`src/rtl/gilbert_elliott_channel_pkg.sv`:
```
// Shared types and helpers for the Gilbert-Elliott channel model:
// state encoding, LFSR constants, statistics width and the probability hit test.
package gilbert_pkg;

  typedef enum logic {
    ST_GOOD = 1'b0,
    ST_BAD  = 1'b1
  } ch_state_e;

  localparam int unsigned            LFSR_W    = 32;
  // Galois taps for x^32 + x^22 + x^2 + x + 1 (right-shifting form)
  localparam logic [LFSR_W-1:0]      LFSR_POLY = 32'h8020_0003;

  localparam int unsigned            STATS_W   = 16;
  localparam logic [STATS_W-1:0]     STATS_MAX = {STATS_W{1'b1}};

  // Probability fields are zero-extended to this width before comparison
  localparam int unsigned            HIT_W     = 16;

  // p == all-ones always hits; p == 0 never hits; otherwise hit when r < p
  function automatic logic hit(input logic [HIT_W-1:0] p,
                               input logic [HIT_W-1:0] r,
                               input logic [HIT_W-1:0] full);
    return (p == full) || (r < p);
  endfunction

endpackage

```
`src/rtl/gilbert_elliott_channel_lfsr32.sv`:
```
// Free-running 32-bit Galois LFSR, loaded with SEED on reset.
module lfsr32
  import gilbert_pkg::*;
#(
  parameter logic [LFSR_W-1:0] SEED = 32'hACE1_2024
) (
  input  logic              clk,
  input  logic              reset,
  output logic [LFSR_W-1:0] value
);

  always_ff @(posedge clk or posedge reset) begin
    if (reset) begin
      value <= SEED;
    end else begin
      value <= (value >> 1) ^ (value[0] ? LFSR_POLY : '0);
    end
  end

endmodule

```
`src/rtl/gilbert_elliott_channel.sv`:
```
// Two-state Gilbert-Elliott channel: one-deep valid/ready pipe stage that flips
// a single random bit per sample at a state-dependent rate, plus BER statistics.
module gilbert_elliott_channel
  import gilbert_pkg::*;
#(
  parameter int unsigned       DATA_W = 16,
  parameter int unsigned       PROB_W = 8,
  parameter int unsigned       TS_W   = 16,
  parameter logic [LFSR_W-1:0] SEED   = 32'hACE1_2024
) (
  input  logic                clk,
  input  logic                reset,
  input  logic [PROB_W-1:0]   cfg_p_gb,
  input  logic [PROB_W-1:0]   cfg_p_bg,
  input  logic [PROB_W-1:0]   cfg_ber_g,
  input  logic [PROB_W-1:0]   cfg_ber_b,
  input  logic [TS_W-1:0]     cfg_ts,
  input  logic [4:0]          cfg_snr_g,
  input  logic [4:0]          cfg_snr_b,
  input  logic                in_valid,
  output logic                in_ready,
  input  logic [DATA_W-1:0]   in_data,
  output logic                out_valid,
  input  logic                out_ready,
  output logic [DATA_W-1:0]   out_data,
  output logic                out_err,
  output logic                state,
  output logic [4:0]          snr,
  input  logic                clr_stats,
  output logic [STATS_W-1:0]  err_count,
  output logic [STATS_W-1:0]  bad_cycles
);

  localparam int unsigned      POS_W     = $clog2(DATA_W);
  localparam logic [HIT_W-1:0] PROB_FULL = HIT_W'({PROB_W{1'b1}});

  // Random source and its slices
  logic [LFSR_W-1:0] rnd;
  logic [LFSR_W-1:0] unused_rnd;
  logic [PROB_W-1:0] r_t;
  logic [PROB_W-1:0] r_e;
  logic [POS_W-1:0]  pos_raw;
  logic [POS_W-1:0]  flip_pos;

  lfsr32 #(
    .SEED (SEED)
  ) u_lfsr (
    .clk   (clk),
    .reset (reset),
    .value (rnd)
  );

  // Bits between the error slice and the position slice carry no meaning
  assign unused_rnd = rnd;
  assign r_t        = rnd[PROB_W-1:0];
  assign r_e        = rnd[2*PROB_W-1:PROB_W];
  assign pos_raw    = rnd[LFSR_W-1 -: POS_W];
  assign flip_pos   = POS_W'(32'(pos_raw) % DATA_W);

  // Dwell counter: tick on reaching cfg_ts, including when cfg_ts is lowered below it
  logic [TS_W-1:0] dwell_cnt;
  logic            tick;

  assign tick = (dwell_cnt >= cfg_ts);

  always_ff @(posedge clk or posedge reset) begin
    if (reset) begin
      dwell_cnt <= '0;
    end else if (tick) begin
      dwell_cnt <= '0;
    end else begin
      dwell_cnt <= dwell_cnt + TS_W'(1);
    end
  end

  // Channel state machine
  ch_state_e cur_state;
  ch_state_e nxt_state;

  always_ff @(posedge clk or posedge reset) begin
    if (reset) begin
      cur_state <= ST_GOOD;
    end else begin
      cur_state <= nxt_state;
    end
  end

  always_comb begin
    nxt_state = cur_state;
    if (tick) begin
      case (cur_state)
        ST_GOOD: if (hit(HIT_W'(cfg_p_gb), HIT_W'(r_t), PROB_FULL)) nxt_state = ST_BAD;
        ST_BAD:  if (hit(HIT_W'(cfg_p_bg), HIT_W'(r_t), PROB_FULL)) nxt_state = ST_GOOD;
        default: nxt_state = ST_GOOD;
      endcase
    end
  end

  always_comb begin
    state = cur_state;
    snr   = (cur_state == ST_BAD) ? cfg_snr_b : cfg_snr_g;
  end

  // Datapath; the error decision always uses the registered state
  logic              accept;
  logic [PROB_W-1:0] ber_sel;
  logic              err_hit;
  logic [DATA_W-1:0] flip_mask;

  assign in_ready  = !out_valid || out_ready;
  assign accept    = in_valid && in_ready;
  assign ber_sel   = (cur_state == ST_BAD) ? cfg_ber_b : cfg_ber_g;
  assign err_hit   = hit(HIT_W'(ber_sel), HIT_W'(r_e), PROB_FULL);
  assign flip_mask = err_hit ? (DATA_W'(1) << flip_pos) : '0;

  always_ff @(posedge clk or posedge reset) begin
    if (reset) begin
      out_valid <= 1'b0;
      out_data  <= '0;
      out_err   <= 1'b0;
    end else if (accept) begin
      out_valid <= 1'b1;
      out_data  <= in_data ^ flip_mask;
      out_err   <= err_hit;
    end else if (out_ready) begin
      out_valid <= 1'b0;
    end
  end

  // Saturating statistics; clear wins over increment
  always_ff @(posedge clk or posedge reset) begin
    if (reset) begin
      err_count  <= '0;
      bad_cycles <= '0;
    end else if (clr_stats) begin
      err_count  <= '0;
      bad_cycles <= '0;
    end else begin
      if (accept && err_hit && (err_count != STATS_MAX)) begin
        err_count <= err_count + STATS_W'(1);
      end
      if ((cur_state == ST_BAD) && (bad_cycles != STATS_MAX)) begin
        bad_cycles <= bad_cycles + STATS_W'(1);
      end
    end
  end

endmodule

```
`config.mk`:
```
export PLATFORM = sky130hd
export DESIGN_NAME = gilbert_elliott_channel
export DESIGN_NICKNAME = d
export VERILOG_FILES = /design/src/rtl/gilbert_elliott_channel_pkg.sv /design/src/rtl/gilbert_elliott_channel_lfsr32.sv /design/src/rtl/gilbert_elliott_channel.sv
export SDC_FILE = /design/constraint.sdc
export NUM_CORES = 1
export LEC_CHECK = 0
export ABC_AREA = 1
export BUFFER_PORTS_ARGS = -buffer_cell sky130_fd_sc_hd__buf_2
export CORE_MARGIN = 2
export CORE_UTILIZATION = 50
export CTS_CLUSTER_SIZE = 20
export DETAILED_ROUTE_END_ITERATION = 7
export GPL_TIMING_DRIVEN = 0
export PLACE_DENSITY = 0.76
export SYNTH_ARGS = -nofsm -noshare
export SYNTH_HDL_FRONTEND = slang
export SYNTH_SLANG_ARGS = --single-unit
```
`constraint.sdc`:
```
create_clock -name clk -period 4.16 [get_ports clk]
set_input_delay 1.248 -clock clk [delete_from_list [all_inputs] [get_ports clk]]
set_output_delay 1.248 -clock clk [all_outputs]
set_load 0.02 [all_outputs]
```
==> results.sh, run 1 <==
export IMPL_status="finished clean"
export IMPL_rsz0062_at_grt="no"
export IMPL_cp_arrival_ps=3230
export IMPL_leakage_nw=3.861
export IMPL_hold_viol=0
export IMPL_firstDrtPassIters=4
export IMPL_clk_pin_slew_ps=70
export IMPL_syn_area_sq_um=5776
export IMPL_regArea_sq_um=2491
export IMPL_synth_seq_cells=99
export IMPL_avgRoutedWirePerCell_microns=12.57
export IMPL_finalClockSkew_ps=14.17
export IMPL_swShare=0.3315
export IMPL_grt_total_usage=0.2236
export IMPL_ys_warn_count=0
export IMPL_synth_nets=863
export IMPL_dieArea_sq_um=12430
export IMPL_critPathKind="in -> reg"
export IMPL_die_h_microns=111.5
export IMPL_power_density_nw_per_um2=387.8
export IMPL_area_delta_synth_final_pct=20.67
export IMPL_cts_made_buffers=9
export IMPL_power_frac_comb=0.263
export IMPL_fin_crit_ps=2992
export IMPL_antenna_found_initial=0
export IMPL_power_share_sequential=0.418
export IMPL_ctsResizeCount=0
export IMPL_period_share=0.7193
export IMPL_synth_ff_type="dfrtp_1"
export IMPL_drt_total_wl_microns=13050
export IMPL_tightestPinTransition_ps=563.5
export IMPL_ios=136
export IMPL_max_cap_violations=0
export IMPL_worst_endpoint_required_ps=4400
export IMPL_cts_root_buf="clkbuf_16"
export IMPL_syn_area_per_cell_sq_um=7.763
export IMPL_setup_tns_final_ps=0
export IMPL_drtIter0Drc=259
export IMPL_setup_viol=0
export IMPL_yosysMostFrequentCell="nand2_1"
export IMPL_synth_edff_count=0
export IMPL_synth_common_cells="nand2_1, inv_1, dfrtp_1"
export IMPL_fin_area_sq_um=6969
export IMPL_slew_headroom=0.6243
export IMPL_ctsHoldBuffers=0
export IMPL_htree_levels=3
export IMPL_grt_max_degree=60
export IMPL_peakVddDrop_mv=0.2972
export IMPL_hpwl_microns=9850
export IMPL_start_util=0.5102
export IMPL_vias=5245
export IMPL_synth_cells=744
export IMPL_place_gp_congestion=0.8964
export IMPL_grt_pass1_vias=5031
export IMPL_internal_power_mw=1.807
export IMPL_start_kind="primary input"
export IMPL_grt_pass1_wl_microns=22870
export IMPL_crit_fanout=10
export IMPL_antenna_left=0
export IMPL_antenna_cells=0
export IMPL_core_rowCount=39
export IMPL_yosysTopAreaCell="dfrtp_1"
export IMPL_die_w_microns=111.5
export IMPL_viasPerCell=5.053
export IMPL_nFillCells=1075
export IMPL_synth_top_area_share=0.3813
export IMPL_synth_distinct_cells=37
export IMPL_hold_path_class="reg -> reg"
export IMPL_ys_seq_area_frac=0.4313
export IMPL_multi_input_comb_area_sq_um=2805
export IMPL_async_reset_ff_frac=1.000
export IMPL_insertion_delay_ps=350
export IMPL_p_sw_mw=0.8959
export IMPL_cts_num_sinks=99
export IMPL_cts_tree="yes"
export IMPL_grt_overflow=0
export IMPL_clkPwrFrac=0.319
export IMPL_coreArea_sq_um=11320
export IMPL_drc=0
export IMPL_slew_violations=0
export IMPL_ctsLongestPathBuffers=2
export IMPL_drive_gt1_frac=0.2022
export IMPL_rrSetupSlack_ps=1570
export IMPL_fin_nets=1009
export IMPL_portBuffers=134
export IMPL_synth_area_top_cells="dfrtp_1, nand2_1, ha_1, inv_1, nand3_1"
export IMPL_crit_path_end_kind="flip-flop"
export IMPL_post_cts_buffers=0
export IMPL_dpl_instance_area_sq_um=6655
export IMPL_hold_ws_ps=340.5
export IMPL_max_freq_mhz=334.2
-- per-layer routing --
metal	wire (microns)	vias to the layer above	global-route usage	part of all wire
met5	0	-	0	0
met4	269	0	0.07819	0.021
met3	816	16	0.06097	0.063
met2	6055	142	0.3683	0.46
met1	5907	2395	0.2863	0.45
li1	-	2692	-	-
-- cell usage in the layout, fill, tap and decap left out, types with 2 or more instances in the layout --
cell type / synthesis / layout
clkbuf_8: 0 / 2
or2_2: 3 / 3
nor4_1: 7 / 7
a21oi_1: 27 / 27
nand3_1: 73 / 73
clkinv_4: 0 / 3
buf_2: 5 / 139
o21a_1: 6 / 6
clkbuf_16: 0 / 9
inv_1: 102 / 101
nand2_1: 209 / 209
nor2_1: 62 / 62
buf_6: 2 / 2
dfrtp_1: 88 / 88
xnor2_1: 5 / 5
ha_1: 40 / 40
xor2_1: 19 / 19
o31ai_1: 6 / 6
nor3_1: 17 / 17
clkbuf_1: 8 / 8
dfstp_2: 11 / 11
nor3b_1: 6 / 6
nand4_1: 12 / 12
o21ai_0: 20 / 20
-- sequential cells by signal (all words and copies together), names as in the netlist --
signal and cells:
u_lfsr.value 32, bad_cycles 16, dwell_cnt 16, err_count 16, out_data 16, out_err 1, out_valid 1, state 1
-- metrics by stage --
stage | std cells | utilization | setup WS (ps) | power [mW]
6_report | 1038 | 0.6156 | 1168 | 2.703
3_3_place_gp | 1021 | 0.5852 | -830.1 | 1.839
4_1_cts | 1038 | 0.6156 | 1172 | 2.735
5_1_grt | 1038 | 0.6156 | 953.9 | 2.889
2_1_floorplan | 744 | - | 339.8 | 1.628
3_5_place_dp | 1022 | 0.5879 | 794.9 | 1.857
-- power groups by stage --
stage | Sequential, mW | Clock [mW] | Combinational, mW
after detailed placement | 1.15 | 0 | 0.711
final | 1.13 | 0.863 | 0.710
after global routing | 1.14 | 0.936 | 0.809
after global placement | 1.15 | 0 | 0.692
after CTS | 1.13 | 0.890 | 0.716
after floorplan | 1.18 | 0 | 0.447
-- layout make-up --
type                            count  share of cell area
Buffer                             17             0.01275
Clock buffer                       11             0.03627
Clock inverter                      5            0.008797
Inverter                          104             0.05637
Multi-Input combinational cell    524              0.4025
Sequential cell                    99              0.3575
Tap cell                          143             0.02567
Timing Repair Buffer              135              0.1002
-- worst max-delay path, stage by stage --
cell and delay [ps]:
buf_2 90, or2_2 260, o21ai_1 160, ha_1 300, a21oi_1 150, nor2_1 50, a211oi_1 170, nand2_1 90
nand2_2 170, nand3_4 160, buf_2 230, nand3_1 80, nand2_1 60
-- path summary, 6_finish.rpt --
| check | startpoint | endpoint | cells after the start |
|---|---|---|---|
| max | cfg_ber_g[5] | err_count[0] | 13 |
| min | u_lfsr.value[24] | u_lfsr.value[23] | 0 |
| max reg2reg | state | err_count[0] | 13 |
| min reg2reg | u_lfsr.value[24] | u_lfsr.value[23] | 0 |
| max in group asynchronous | reset | u_lfsr.value[22] | 3 |
| min in group asynchronous | reset | state | 2 |
-- kinds of logic after synthesis --
kind of cell | count (synthesis) | synth area share
and+or+nand+nor | 396 | 0.2992
buffers and inverters | 121 | 0.08297
DFF | 99 | 0.4313
AOI/OAI and AO/OA | 63 | 0.06174
adders and majority gates | 40 | 0.08666
xor gates and xnor gates | 24 | 0.03639
muxes | 1 | 0.001733
Note: power is estimated with default switching activity, not from simulation.
==> run 2, diff against run 1 <==
ABC_AREA = 0   (was 1)
CORE_UTILIZATION = 49   (was 50)
PLACE_DENSITY = 0.78   (was 0.76)
clock period = 2.65 ns   (was 4.16 ns; I/O delays follow)
==> results.sh, run 2 <==
export IMPL_fin_cells=848
export IMPL_portBuffers=134
export IMPL_layout_commonest_cell="buf_2"
export IMPL_nFillCells=867
export IMPL_setup_tns_final_ps=-217.6
export IMPL_p_sw_mw=0.9828
export IMPL_start_util=0.5025
export IMPL_core_rowCount=38
export IMPL_swShare=0.2982
export IMPL_place_gp_congestion=0.8743
export IMPL_fin_nets=822
export IMPL_power_density_nw_per_um2=461.0
export IMPL_synth_top_area_share=0.4025
export IMPL_firstDrtPassIters=5
export IMPL_synth_area_top_cells="dfrtp_1, ha_1, dfstp_2, xnor2_1, nor2_1"
export IMPL_avgRoutedWirePerCell_microns=15.82
export IMPL_viasPerCell=5.445
export IMPL_worst_endpoint_required_ps=2880
export IMPL_synth_common_cells="dfrtp_1, nor2_1, ha_1, inv_1, nand2_1"
export IMPL_place_ws_ps=-539.9
export IMPL_grt_pass1_vias=4632
export IMPL_cts_made_buffers=9
export IMPL_fin_area_sq_um=7149
export IMPL_top_register="u_lfsr.value"
export IMPL_drt_total_wl_microns=13410
export IMPL_antenna_left=0
export IMPL_clk_pin_slew_ps=90
export IMPL_cts_num_sinks=99
export IMPL_vias=4617
export IMPL_antenna_cells=0
export IMPL_place_inst=812
export IMPL_grt_pass1_wl_microns=21700
export IMPL_dpl_instance_area_sq_um=6441
export IMPL_largest_register_ffs=32
export IMPL_layout_cells_most_common_list="buf_2, dfrtp_1, nor2_1"
export IMPL_yosysTopAreaCell="dfrtp_1"
export IMPL_cts_tree="yes"
export IMPL_insertion_delay_ps=370
export IMPL_die_h_microns=109.7
export IMPL_status="finished, violations left"
export IMPL_cp_slowest_cell="dfrtp_2"
export IMPL_period_share=1.014
export IMPL_cp_arrival_ps=2920
export IMPL_htree_levels=3
export IMPL_cts_root_buf="clkbuf_8"
export IMPL_max_freq_mhz=372.2
export IMPL_start_kind="flip-flop"
export IMPL_hold_viol=0
export IMPL_async_reset_ff_frac=1.000
export IMPL_syn_area_per_cell_sq_um=10.21
export IMPL_slew_violations=0
export IMPL_path_cells="clkbuf_16, mux2i_4, ha_4, a211o_1, o211ai_1, o211ai_4, buf_8, a2111oi_4, xnor2_1, o21ai_1"
export IMPL_violations="negative setup slack"
export IMPL_power_frac_comb=0.217
export IMPL_drtIter0Drc=249
export IMPL_yosysMostFrequentCell="dfrtp_1"
export IMPL_area_delta_synth_final_pct=30.67
export IMPL_synth_distinct_cells=51
export IMPL_power_mw=3.296
export IMPL_hold_ws_ps=356.0
export IMPL_finalClockSkew_ps=11.36
export IMPL_setup_ws_ps=-37.09
export IMPL_crit_path_end_kind="flip-flop"
export IMPL_synth_edff_count=0
export IMPL_hpwl_microns=9477
export IMPL_drive_gt1_frac=0.3432
export IMPL_synth_nets=655
export IMPL_critPathKind="reg -> reg"
export IMPL_ys_seq_area_frac=0.4553
export IMPL_ios=136
export IMPL_rsz0062_at_grt="yes"
export IMPL_syn_area_sq_um=5471
export IMPL_crit_fanout=6
export IMPL_hold_path_class="reg -> reg"
export IMPL_ctsLongestPathBuffers=2
export IMPL_max_stage_delay_ps=430
export IMPL_internal_power_mw=2.313
export IMPL_grt_max_degree=41
export IMPL_clkPwrFrac=0.268
export IMPL_ys_warn_count=0
export IMPL_peakVddDrop_mv=0.2772
export IMPL_coreArea_sq_um=10890
export IMPL_synth_cells=536
export IMPL_synth_ff_type="dfrtp_1"
export IMPL_leakage_nw=3.427
export IMPL_utilization=0.6566
export IMPL_tightestPinTransition_ps=973.3
export IMPL_power_share_sequential=0.515
export IMPL_grt_overflow=0
export IMPL_grt_total_usage=0.2312
export IMPL_fin_crit_ps=2687
export IMPL_drc=0
export IMPL_synth_seq_cells=99
export IMPL_antenna_found_initial=0
export IMPL_setup_viol=9
export IMPL_dieArea_sq_um=12030
export IMPL_max_cap_violations=0
export IMPL_die_w_microns=109.7
export IMPL_slew_headroom=0.3498
==> run 2: changes by cell type after synthesis, sizes merged, moves of 9 or more <==
cell / before / now
a211oi: 1 / 19
xnor2: 5 / 32
and3: 1 / 10
inv: 103 / 40
mux2i: 1 / 10
nand3: 75 / 24
nand2b: 0 / 11
nand2: 211 / 34
mux2: 0 / 9
nor2: 62 / 46
nor3: 19 / 7
==> run 2: layout make-up <==
| cell class | count | area [sq um] | area share |
|---|---|---|---|
| clock inverters | 2 | 10.01 | 0.001400 |
| multi-input cells | 383 | 3118 | 0.4361 |
| well taps | 140 | 175.2 | 0.02450 |
| inverters | 40 | 153.9 | 0.02153 |
| plain buffers | 13 | 107.6 | 0.01505 |
| flip-flops and latches | 99 | 2492 | 0.3486 |
| repair buffers | 157 | 929.6 | 0.1300 |
| clock buffers | 14 | 162.7 | 0.02275 |
==> run 2: cell families after synthesis <==
kind of cell | Yosys count | share of synthesized area
buffers and inverters | 55 | 0.04207
DFF | 99 | 0.4553
and+or+nand+nor | 171 | 0.1564
xor gates and xnor gates | 48 | 0.07683
AOI/OAI and AO/OA | 104 | 0.1411
adders and majority gates | 40 | 0.09147
muxes | 19 | 0.03682
==> run 2: worst max-delay path: cells and delay by family, from the launching register on <==
family	cells	cell delay, ps
compound gates	5	1080
mux	1	260
flops	1	430
fa+ha+maj	1	230
xor+xnor	1	160
buf+inv	2	370
==> run 2: what timing repair did <==
action,4_1_cts,5_1_grt
setup buffers,10,9
hold endpoints to repair,0,0
cloned,3,0
endpoints found under the setup margin,33,38
hold buffers,0,0
gates resized for setup,38,29
pin swaps,20,28
==> run 2: power groups by stage <==
stage	registers [mW]	logic [mW]	clock network (mW)
6_report	1.70	0.714	0.884
5_1_grt	1.71	0.798	0.982
4_1_cts	1.70	0.683	0.914
3_5_place_dp	1.72	0.637	0
3_3_place_gp	1.72	0.596	0
2_1_floorplan	1.76	0.363	0
==> run 2: final timing paths <==
| kind | from | cells past startpoint | slack (ps) | to |
|---|---|---|---|---|
| max | state | 10 | -40 | out_data[12] |
| min | u_lfsr.value[19] | 0 | 360 | u_lfsr.value[18] |
| max reg2reg | state | 10 | -40 | out_data[12] |
| min reg2reg | u_lfsr.value[19] | 0 | 360 | u_lfsr.value[18] |
| max in group asynchronous | reset | 4 | 1150 | u_lfsr.value[26] |
| min in group asynchronous | reset | 2 | 600 | dwell_cnt[6] |
==> run 2: metal layers <==
metal  share of wire  global-route usage
met4           0.014             0.07324
met1            0.43              0.3013
met5               0                   0
met3           0.059             0.05335
met2            0.49              0.3832
